File: config.mk
export PLATFORM = sky130hd
export DESIGN_NAME = pipe_hazard_unit_flat
export DESIGN_NICKNAME = d
export VERILOG_FILES = /design/src/rtl/pipe_hazard_unit_pkg.sv /design/src/rtl/pipe_hazard_unit_if.sv /design/src/rtl/dff.sv /design/src/rtl/pipe_fwd_sel.sv /design/src/rtl/pipe_hazard_unit.sv /design/src/flat_wrapper.sv
export SDC_FILE = /design/constraint.sdc
export NUM_CORES = 1
export LEC_CHECK = 0
export ABC_AREA = 1
export ABC_CLOCK_PERIOD_IN_PS = 2000
export CAP_MARGIN = 40
export CORE_MARGIN = 2
export CORE_UTILIZATION = 66
export CTS_BUF_LIST = sky130_fd_sc_hd__clkbuf_4
export CTS_CLUSTER_DIAMETER = 150
export DETAILED_ROUTE_END_ITERATION = 10
export DONT_BUFFER_PORTS = 1
export HOLD_SLACK_MARGIN = 0.08
export PLACE_DENSITY = 0.82
export SYNTH_ARGS = -nofsm -noshare
export SYNTH_HDL_FRONTEND = slang
export SYNTH_SLANG_ARGS = --single-unit
File: constraint.sdc
create_clock -name clk -period 2 [get_ports clk]
set_input_delay 0.3 -clock clk [delete_from_list [all_inputs] [get_ports clk]]
set_output_delay 0.3 -clock clk [all_outputs]
set_load 0.05 [all_outputs]
File: src/rtl/pipe_hazard_unit_pkg.sv
// Shared pipeline-control types: FSM state encodings, forwarding-select encodings, control bundle.
// No logic; the EX-side operand muxes decode the same FWD_* values.
package pipe_hazard_unit_pkg;

  localparam int REG_AW = 3;

  typedef enum logic [1:0] {
    ST_RUN    = 2'b00,
    ST_MWAIT  = 2'b01,
    ST_DRAIN  = 2'b10,
    ST_HALTED = 2'b11
  } state_t;

  typedef logic [1:0] fwd_sel_t;

  localparam fwd_sel_t FWD_RF  = 2'b00;
  localparam fwd_sel_t FWD_MEM = 2'b01;
  localparam fwd_sel_t FWD_WB  = 2'b10;

  typedef struct packed {
    logic stall_pc;
    logic stall_ifid;
    logic bubble_idex;
    logic stall_all;
    logic flush;
    logic halted;
  } ctl_t;

endpackage

File: src/rtl/pipe_hazard_unit_if.sv
// Stage-register address/control taps into the hazard unit and the stall/flush/forward controls back out.
// master = pipeline datapath side, slave = hazard unit.
interface pipe_hazard_unit_if
  import pipe_hazard_unit_pkg::*;
#(
  parameter int CNT_W = 16
) ();

  logic [REG_AW-1:0] id_rs_addr;
  logic [REG_AW-1:0] id_rt_addr;
  logic              id_rs_used;
  logic              id_rt_used;
  logic [REG_AW-1:0] ex_dst_addr;
  logic              ex_reg_write;
  logic              ex_mem_read;
  logic [REG_AW-1:0] mem_dst_addr;
  logic              mem_reg_write;
  logic              mem_redirect;
  logic              mem_halt;
  logic              dmem_busy;

  logic              stall_pc;
  logic              stall_ifid;
  logic              bubble_idex;
  logic              stall_all;
  logic              flush;
  fwd_sel_t          fwd_a_sel;
  fwd_sel_t          fwd_b_sel;
  logic              halted;
  logic [CNT_W-1:0]  stall_cnt;

  modport master (
    output id_rs_addr, id_rt_addr, id_rs_used, id_rt_used,
           ex_dst_addr, ex_reg_write, ex_mem_read,
           mem_dst_addr, mem_reg_write, mem_redirect, mem_halt, dmem_busy,
    input  stall_pc, stall_ifid, bubble_idex, stall_all, flush,
           fwd_a_sel, fwd_b_sel, halted, stall_cnt
  );

  modport slave (
    input  id_rs_addr, id_rt_addr, id_rs_used, id_rt_used,
           ex_dst_addr, ex_reg_write, ex_mem_read,
           mem_dst_addr, mem_reg_write, mem_redirect, mem_halt, dmem_busy,
    output stall_pc, stall_ifid, bubble_idex, stall_all, flush,
           fwd_a_sel, fwd_b_sel, halted, stall_cnt
  );

endinterface

File: src/rtl/dff.sv
// Generic enabled flop cell with async active-low reset to RST_VAL. Latency: 1 cycle.
// Backpressure: en=0 holds the current value.
module dff #(
  parameter int           W       = 1,
  parameter logic [W-1:0] RST_VAL = '0
) (
  input  logic         clk,
  input  logic         rst,
  input  logic         en,
  input  logic [W-1:0] d,
  output logic [W-1:0] q
);

  always_ff @(posedge clk or negedge rst) begin
    if (!rst) begin
      q <= RST_VAL;
    end else if (en) begin
      q <= d;
    end
  end

endmodule

File: src/rtl/pipe_fwd_sel.sv
// Forwarding-source compare for one decode operand. Latency: combinational.
// Backpressure: none; the caller decides when the result is latched.
module pipe_fwd_sel
  import pipe_hazard_unit_pkg::*;
(
  input  logic [REG_AW-1:0] src_addr,
  input  logic              src_used,
  input  logic [REG_AW-1:0] ex_dst_addr,
  input  logic              ex_reg_write,
  input  logic              ex_mem_read,
  input  logic [REG_AW-1:0] mem_dst_addr,
  input  logic              mem_reg_write,
  output fwd_sel_t          sel
);

  // The EX producer is checked first: it is the nearer one once the consumer reaches EX.
  always_comb begin
    sel = FWD_RF;
    if (src_used) begin
      if (ex_reg_write && !ex_mem_read && (src_addr == ex_dst_addr)) begin
        sel = FWD_MEM;
      end else if (mem_reg_write && (src_addr == mem_dst_addr)) begin
        sel = FWD_WB;
      end
    end
  end

endmodule

File: src/rtl/pipe_hazard_unit.sv
// Pipeline hazard control: stall/bubble/flush decode, registered forwarding selects, stall counter.
// Latency: controls combinational in the current cycle, selects 1 cycle; dmem_busy stalls from the next cycle.
module pipe_hazard_unit
  import pipe_hazard_unit_pkg::*;
#(
  parameter int CNT_W = 16
) (
  input  logic              clk,
  input  logic              rst,
  pipe_hazard_unit_if.slave hz
);

  logic [1:0]       state_bits;
  state_t           state_q;
  state_t           state_d;
  ctl_t             ctl;
  logic             load_use;
  fwd_sel_t         sel_a_new;
  fwd_sel_t         sel_b_new;
  fwd_sel_t         sel_a_d;
  fwd_sel_t         sel_b_d;
  fwd_sel_t         sel_a_q;
  fwd_sel_t         sel_b_q;
  logic             sel_en;
  logic             cnt_en;
  logic [CNT_W-1:0] cnt_q;
  logic [CNT_W-1:0] cnt_d;

  assign state_q = state_t'(state_bits);

  assign load_use = hz.ex_mem_read & hz.ex_reg_write &
                    ((hz.id_rs_used & (hz.id_rs_addr == hz.ex_dst_addr)) |
                     (hz.id_rt_used & (hz.id_rt_addr == hz.ex_dst_addr)));

  // A busy memory seen in RUN only registers the wait; the freeze starts in MWAIT.
  always_comb begin
    state_d = state_q;
    ctl     = '0;
    unique case (state_q)
      ST_RUN: begin
        if (hz.dmem_busy) begin
          state_d = ST_MWAIT;
        end else if (hz.mem_halt) begin
          state_d = ST_DRAIN;
        end else if (hz.mem_redirect) begin
          ctl.flush = 1'b1;
        end else if (load_use) begin
          ctl.stall_pc    = 1'b1;
          ctl.stall_ifid  = 1'b1;
          ctl.bubble_idex = 1'b1;
        end
      end
      ST_MWAIT: begin
        ctl.stall_all  = 1'b1;
        ctl.stall_pc   = 1'b1;
        ctl.stall_ifid = 1'b1;
        if (!hz.dmem_busy) begin
          state_d = hz.mem_halt ? ST_DRAIN : ST_RUN;
        end
      end
      ST_DRAIN: begin
        ctl.stall_pc    = 1'b1;
        ctl.stall_ifid  = 1'b1;
        ctl.bubble_idex = 1'b1;
        state_d         = ST_HALTED;
      end
      ST_HALTED: begin
        ctl.stall_all  = 1'b1;
        ctl.stall_pc   = 1'b1;
        ctl.stall_ifid = 1'b1;
        ctl.halted     = 1'b1;
      end
    endcase
    if (!rst) begin
      ctl = '0;
    end
  end

  pipe_fwd_sel u_fwd_a (
    .src_addr      (hz.id_rs_addr),
    .src_used      (hz.id_rs_used),
    .ex_dst_addr   (hz.ex_dst_addr),
    .ex_reg_write  (hz.ex_reg_write),
    .ex_mem_read   (hz.ex_mem_read),
    .mem_dst_addr  (hz.mem_dst_addr),
    .mem_reg_write (hz.mem_reg_write),
    .sel           (sel_a_new)
  );

  pipe_fwd_sel u_fwd_b (
    .src_addr      (hz.id_rt_addr),
    .src_used      (hz.id_rt_used),
    .ex_dst_addr   (hz.ex_dst_addr),
    .ex_reg_write  (hz.ex_reg_write),
    .ex_mem_read   (hz.ex_mem_read),
    .mem_dst_addr  (hz.mem_dst_addr),
    .mem_reg_write (hz.mem_reg_write),
    .sel           (sel_b_new)
  );

  // Selects track ID/EX: frozen with the pipe, cleared when a NOP enters EX.
  assign sel_en  = ~ctl.stall_all;
  assign sel_a_d = (ctl.bubble_idex | ctl.flush) ? FWD_RF : sel_a_new;
  assign sel_b_d = (ctl.bubble_idex | ctl.flush) ? FWD_RF : sel_b_new;

  assign cnt_en = ctl.stall_pc & (state_q != ST_HALTED) & ~(&cnt_q);
  assign cnt_d  = cnt_q + CNT_W'(1);

  dff #(.W(2)) u_state_ff (
    .clk (clk),
    .rst (rst),
    .en  (1'b1),
    .d   (state_d),
    .q   (state_bits)
  );

  dff #(.W(2)) u_sel_a_ff (
    .clk (clk),
    .rst (rst),
    .en  (sel_en),
    .d   (sel_a_d),
    .q   (sel_a_q)
  );

  dff #(.W(2)) u_sel_b_ff (
    .clk (clk),
    .rst (rst),
    .en  (sel_en),
    .d   (sel_b_d),
    .q   (sel_b_q)
  );

  dff #(.W(CNT_W)) u_cnt_ff (
    .clk (clk),
    .rst (rst),
    .en  (cnt_en),
    .d   (cnt_d),
    .q   (cnt_q)
  );

  assign hz.stall_pc    = ctl.stall_pc;
  assign hz.stall_ifid  = ctl.stall_ifid;
  assign hz.bubble_idex = ctl.bubble_idex;
  assign hz.stall_all   = ctl.stall_all;
  assign hz.flush       = ctl.flush;
  assign hz.halted      = ctl.halted;
  assign hz.fwd_a_sel   = sel_a_q;
  assign hz.fwd_b_sel   = sel_b_q;
  assign hz.stall_cnt   = cnt_q;

endmodule

File: src/flat_wrapper.sv
// flat-port wrapper written by rule: the top's interface ports become plain ports
module pipe_hazard_unit_flat import pipe_hazard_unit_pkg::*;
#(
  parameter int CNT_W = 16
)
  (clk, rst, hz_id_rs_addr, hz_id_rt_addr, hz_id_rs_used, hz_id_rt_used, hz_ex_dst_addr, hz_ex_reg_write, hz_ex_mem_read, hz_mem_dst_addr, hz_mem_reg_write, hz_mem_redirect, hz_mem_halt, hz_dmem_busy, hz_stall_pc, hz_stall_ifid, hz_bubble_idex, hz_stall_all, hz_flush, hz_fwd_a_sel, hz_fwd_b_sel, hz_halted, hz_stall_cnt);
  pipe_hazard_unit_if #(.CNT_W(CNT_W)) hz_i ();
  input  logic clk;
  input  logic rst;
  input wire logic [$bits(hz_i.id_rs_addr)-1:0] hz_id_rs_addr;
  input wire logic [$bits(hz_i.id_rt_addr)-1:0] hz_id_rt_addr;
  input wire logic [$bits(hz_i.id_rs_used)-1:0] hz_id_rs_used;
  input wire logic [$bits(hz_i.id_rt_used)-1:0] hz_id_rt_used;
  input wire logic [$bits(hz_i.ex_dst_addr)-1:0] hz_ex_dst_addr;
  input wire logic [$bits(hz_i.ex_reg_write)-1:0] hz_ex_reg_write;
  input wire logic [$bits(hz_i.ex_mem_read)-1:0] hz_ex_mem_read;
  input wire logic [$bits(hz_i.mem_dst_addr)-1:0] hz_mem_dst_addr;
  input wire logic [$bits(hz_i.mem_reg_write)-1:0] hz_mem_reg_write;
  input wire logic [$bits(hz_i.mem_redirect)-1:0] hz_mem_redirect;
  input wire logic [$bits(hz_i.mem_halt)-1:0] hz_mem_halt;
  input wire logic [$bits(hz_i.dmem_busy)-1:0] hz_dmem_busy;
  output wire logic [$bits(hz_i.stall_pc)-1:0] hz_stall_pc;
  output wire logic [$bits(hz_i.stall_ifid)-1:0] hz_stall_ifid;
  output wire logic [$bits(hz_i.bubble_idex)-1:0] hz_bubble_idex;
  output wire logic [$bits(hz_i.stall_all)-1:0] hz_stall_all;
  output wire logic [$bits(hz_i.flush)-1:0] hz_flush;
  output wire logic [$bits(hz_i.fwd_a_sel)-1:0] hz_fwd_a_sel;
  output wire logic [$bits(hz_i.fwd_b_sel)-1:0] hz_fwd_b_sel;
  output wire logic [$bits(hz_i.halted)-1:0] hz_halted;
  output wire logic [$bits(hz_i.stall_cnt)-1:0] hz_stall_cnt;
  assign hz_i.id_rs_addr = hz_id_rs_addr;
  assign hz_i.id_rt_addr = hz_id_rt_addr;
  assign hz_i.id_rs_used = hz_id_rs_used;
  assign hz_i.id_rt_used = hz_id_rt_used;
  assign hz_i.ex_dst_addr = hz_ex_dst_addr;
  assign hz_i.ex_reg_write = hz_ex_reg_write;
  assign hz_i.ex_mem_read = hz_ex_mem_read;
  assign hz_i.mem_dst_addr = hz_mem_dst_addr;
  assign hz_i.mem_reg_write = hz_mem_reg_write;
  assign hz_i.mem_redirect = hz_mem_redirect;
  assign hz_i.mem_halt = hz_mem_halt;
  assign hz_i.dmem_busy = hz_dmem_busy;
  assign hz_stall_pc = hz_i.stall_pc;
  assign hz_stall_ifid = hz_i.stall_ifid;
  assign hz_bubble_idex = hz_i.bubble_idex;
  assign hz_stall_all = hz_i.stall_all;
  assign hz_flush = hz_i.flush;
  assign hz_fwd_a_sel = hz_i.fwd_a_sel;
  assign hz_fwd_b_sel = hz_i.fwd_b_sel;
  assign hz_halted = hz_i.halted;
  assign hz_stall_cnt = hz_i.stall_cnt;
  pipe_hazard_unit #(.CNT_W(CNT_W)) u_core (.clk(clk), .rst(rst), .hz(hz_i));
endmodule
---- Word level (Yosys, flattened, before mapping) ----
Cells that the tools add are included.
storage, ports and cells
  bits in registers ....................... 22
  bits of input ports ..................... 22
operators by class
  bitwise gates (word level) .............. 9
  reductions and logical operators ........ 12
  equality and inequality tests ........... 10
  add/subtract/negate cells ............... 1
  muxes and demuxes ....................... 26
operator list
  operator               number
  $mux 2                 12
  $add 16x1->16 const B  1
  $reduce_and 16->1      1
  $eq 3x3->1             4
  $mux 3                 4
  $and 1x1->1            6
  $mux 1                 6
  $mux 6                 1
  $pmux 2 s3             1
  $logic_and 1x1->1      5
  $eq 2x2->1 const B     2
  $ne 2x2->1 const B     2
  $pmux 2 s2             1
  $ne 3x3->1 const B     1
  $reduce_and 3->1       1
  $reduce_bool 3->1      1
  $reduce_or 3->1        1
  $eq 2x1->1 const B     1
  $logic_not 2->1        1
  $or 1x1->1             2
  $pmux 1 s2             1
  $reduce_or 2->1        1
  $logic_not 1->1        1
  $not 1->1              1

---- Longest topological paths before layout ----
Gate-level depths: netlist of run 1.
  depth after elaboration ................. 12
  depth in mapped cells ................... 11
  depth with buffers taken out ............ 10

---- Modules after synthesis ----
From an unflattened synthesis of run 1, not the netlist that was laid out.
second synthesis, totals
  cell total of the unflattened synthesis .. 290
  area, all modules ....................... 1783.0 um2
modules (own cells, without submodules)
  module                       area each (um2)  times used  seq. area each (um2)  cells an instance
  dff (u_core.u_cnt_ff)        644.4            1           400.4                 68
  pipe_hazard_unit             619.3            1           0.0                   119
  pipe_fwd_sel                 145.1            2           0.0                   38
  dff (u_core.u_sel_a_ff ...)  76.3             3           50.0                  9

---- Least setup slack after synthesis of run 1 ----
OpenSTA, ideal clock, no wires.
  kind .................................... register to register
  from .................................... register u_core.u_cnt_ff.q[0]
  to ...................................... register u_core.u_cnt_ff.q[2]
  buffers on the path ..................... 1
  period minus slack after synthesis ...... 2.034 ns
  arrival time ............................ 1.968 ns
  slack ................................... -0.034 ns
  required time ........................... 1.934 ns
  stages on the path, launching flop included .. 11
  library setup time ...................... 0.066 ns
  path through ............................ dfrtp_1 -> ha_1 -> nand3_1 -> nor2_2 -> nand2_2 -> nor2_4 -> nand3_4 -> nand4_4 -> buf_6 -> nand2_1 -> nand2_1
between the ends
  cells in the longest elaborated chain, start to end .. 3
  elaborated cells on any way between the ends .. 4
  classes of those cells .................. add/sub (1); bitwise (2); reduce/logical (1)
ends and longest elaborated chain
  element                                                                RTL line   source
  start: declaration                                                     dff.sv:11  output logic [W-1:0] q
  start signal: assignment                                               dff.sv:16  q <= RST_VAL;
  start signal: assignment                                               dff.sv:18  q <= d;
  parallel branches: the longest is 3 deep, another holds $add 16x1->16  --
Several ways; the timed one is not identified.
A chain may end at the register's enable or synchronous reset.

---- Final worst setup path of run 1 ----
  from .................................... register u_core.u_state_ff.q[1]
  to ...................................... output port hz_flush
between the ends
  cells in the longest elaborated chain, start to end .. 3
ends and longest elaborated chain
  element                   RTL line                source
  start: declaration        dff.sv:11
  start signal: assignment  dff.sv:16
  start signal: assignment  dff.sv:18
  $logic_not 2->1           pipe_hazard_unit.sv:39  unique case (state_q)
  $mux 1                    pipe_hazard_unit.sv:39
  $mux 6                    pipe_hazard_unit.sv:74  if (!rst) begin
  end: declaration          flat_wrapper.sv:26      output wire logic [$bits(hz_i.flush)-1:0] hz_flush;
No other way between the ends.

==> results of run 1 <==
## area by class of cell
type / count / area, sq um
inverters: 27 / 108.9
fillers: 176 / 528.0
multi-input cells: 179 / 998.5
flip-flops and latches: 22 / 553.0
well taps: 30 / 37.54
clock buffers: 3 / 22.52
clock inverters: 1 / 3.754
repair buffers: 21 / 180.2
## synthesized netlist by cell type
master / count
buf_2: 1
nor2_4: 1
nand4_4: 1
nand2_1: 79
nand3_1: 18
xnor2_1: 8
nand4_1: 20
a21oi_1: 3
ha_1: 7
a21oi_4: 1
nor2_2: 1
nand3_4: 1
nor4_1: 1
clkbuf_1: 1
clkinv_1: 1
nor2_1: 12
or2_1: 1
nand2_2: 1
o22ai_1: 1
nor3_1: 6
buf_6: 1
buf_4: 2
a211oi_1: 1
nand3b_1: 1
o21ai_0: 5
xor2_1: 10
inv_1: 26
dfrtp_1: 22
## state kept, by name, indices dropped and copies added, names as in the netlist
register and count:
u_core.u_cnt_ff.q 16, u_core.u_state_ff.q 2, u_core.u_sel_b_ff.q 2, u_core.u_sel_a_ff.q 2
## critical path, stage by stage (launching register included)
cell and delay, ns:
dfrtp_1 0.43, inv_1 0.13, ha_1 0.20, inv_1 0.05, nor2_2 0.13, nand3_2 0.12, clkinvlp_4 0.21
## kinds of logic (layout without fill, tap and decap cells)
| logic type | count (synthesis) | after routing | share of synthesized area |
|---|---|---|---|
| flip-flops | 22 | 22 | 0.3293 |
| adder cells (fa/ha/maj) | 7 | 7 | 0.05239 |
| AND/OR/NAND/NOR | 143 | 143 | 0.4005 |
| buffers and inverters | 32 | 52 | 0.08157 |
| AO/OA/AOI/OAI | 11 | 11 | 0.04192 |
| XOR/XNOR | 18 | 18 | 0.09431 |
## metrics by stage
| stage | util | setup WS (ns) | hold slack (ns) |
|---|---|---|---|
| 2_1_floorplan | - | 0.1405 | 0.004409 |
| 3_3_place_gp | 0.7500 | 0.2966 | 0.005058 |
| 3_5_place_dp | 0.7500 | 0.1734 | 0.004966 |
| 4_1_cts | 0.7685 | 0.03633 | 0.2469 |
| 5_1_grt | 0.7829 | 0.009057 | 0.2535 |
| 6_report | 0.7829 | 0.1129 | 0.2335 |
## metal layers
metal	wire (microns)	vias up	global-route usage
met4	36	0	0.1083
met2	2022	88	0.4880
met1	1670	741	0.3574
li1	-	802	-
met5	0	-	0
met3	306	7	0.05464
## how the worst max path moves through the flow
| stage | cells after the start | end | start |
|---|---|---|---|
| finish | 6 | hz_flush | u_core.u_state_ff.q[1] |
| global placement | 9 | u_core.u_cnt_ff.q[2] | u_core.u_cnt_ff.q[0] |
| floorplan | 10 | u_core.u_cnt_ff.q[2] | u_core.u_cnt_ff.q[0] |
| global route | 6 | hz_flush | u_core.u_state_ff.q[1] |
| CTS | 6 | hz_bubble_idex | u_core.u_state_ff.q[0] |
| detailed placement | 9 | u_core.u_cnt_ff.q[2] | u_core.u_cnt_ff.q[0] |
## power by group
part / switching (W) / total [W] / internal [W]
Sequential: 0.0000703 / 0.000582 / 0.000512
Combinational: 0.000713 / 0.00100 / 0.000288
Clock: 0.000133 / 0.000206 / 0.0000731
## what timing repair did
action / 4_1_cts / 5_1_grt
hold endpoints to repair: 22 / 0
setup endpoints to repair: 2 / 3
hold buffers: 1 / 0
gates resized for setup: 3 / 5
pin swaps: 0 / 1
buffers inserted: 0 / 1
==> flow_summary.ini, run 1 <==
[cts]
cts_max_level = 1
clk_latency_ns = 0.31
cts_buffers = 3
cts_sinks = 22
cts_tree = yes
clockRootBuffer = clkbuf_4
clkTransAtPathRegs_ns = 0.12
clock_path_buffers = 2

[floorplan]
num_rows = 18
coreArea_sq_um = 2432
dieArea_sq_um = 2951
initial_core_util = 0.6872
die_x_microns = 54.33
ios = 48
die_h_microns = 54.33

[cells_and_area]
drive_above_1_share = 0.1502
design_area_sq_um = 1904
final_cell_mix = nand2_1, inv_1, nand4_1, dfrtp_1, buf_4
area_growth_pct = 13.92
final_common_cell = nand2_1
finalNonFillerCells = 283
n_antenna_cell = 0
nNetsFinal = 283

[placed_design]
dpl_cell_area_sq_um = 1824
hpwl_microns = 2979
dpl.cell_count = 276
place_congestion = 0.9346
port_buffers = 0

[grt]
grt_usage = 0.2866
grt_pass1_wl_microns = 6223
grt_overflow = 0
grt_max_degree = 23
first_global_vias = 1479
antenna_found_initial = 0

[worst_setup_path]
critPathRequiredTime_ns = 1.70
start_kind = flip-flop
crit_fanout = 4
r2r_slack_ns = 0.14
crit_type = reg2out
r2r-start = u_core.u_cnt_ff.q[0]
r2r_cells = 9
worstReg2RegEnd = u_core.u_cnt_ff.q[2]
worstPathArrival_ns = 1.59
critPathCaptureType = primary output

[synthesis]
synth_area_sq_um = 1672
synth_cells = 233
synth_seq_area_share = 0.3293
synth_top_area_share = 0.3293
yosysWarnings = 0
synth_area_leader_cell = dfrtp_1
syn_area_per_cell_sq_um = 7.174
ys_types = 28
synthTopCellsByArea = dfrtp_1, nand2_1, nand4_1, inv_1, nand3_1
synth_nets = 262
synth_seq_cells = 22

[worst_hold_path]
worstHoldStart = rst
whs_path_depth = 3
whs_endpoint = u_core.u_sel_a_ff.q[0]
min_path_type = in2reg

[power_and_ir_drop]
power_density_nw_per_um2 = 939.1
p_total_w = 0.001788
leakage_nw = 0.9777
ir_drop_uv = 900.9

[sta]
setup_tns_ns = 0
skew_ns = 0.002179
period_share = 0.9436
hold_violations = 0
max_freq_mhz = 529.9
maxSlewHeadroom = 0.6397
grt_setup_unrepaired = false
finalSetupViolCount = 0
finalMaxSlewViolations = 0
tightestPinTransition_ns = 0.5386
period_needed_ns = 1.887

[drt]
vias = 1638
drc_errors = 0
routed_wl_microns = 4036
avgViaCountPerCell = 5.788
first_pass_iters = 4
avgRoutedWirePerCell_microns = 14.26
ant_nets = 0
drt_first_iter_violations = 73

[outcome]
status = completed

[flow_run]
max-cap-violations = 0
Power figures use the tool's default switching activity.
==> run 2: changes to the inputs <==
--- a/config.mk
+++ b/config.mk
@@ -12,6 +12,7 @@
 export CORE_UTILIZATION = 66
 export CTS_BUF_LIST = sky130_fd_sc_hd__clkbuf_4
 export CTS_CLUSTER_DIAMETER = 150
+export CTS_CLUSTER_SIZE = 10
 export DETAILED_ROUTE_END_ITERATION = 10
 export DONT_BUFFER_PORTS = 1
 export HOLD_SLACK_MARGIN = 0.08
@@ -19,3 +20,4 @@
 export SYNTH_ARGS = -nofsm -noshare
 export SYNTH_HDL_FRONTEND = slang
 export SYNTH_SLANG_ARGS = --single-unit
+export TNS_END_PERCENT = 100
==> results of run 2 <==
No change in the layout: final DEF, timing and power equal those of run 1.
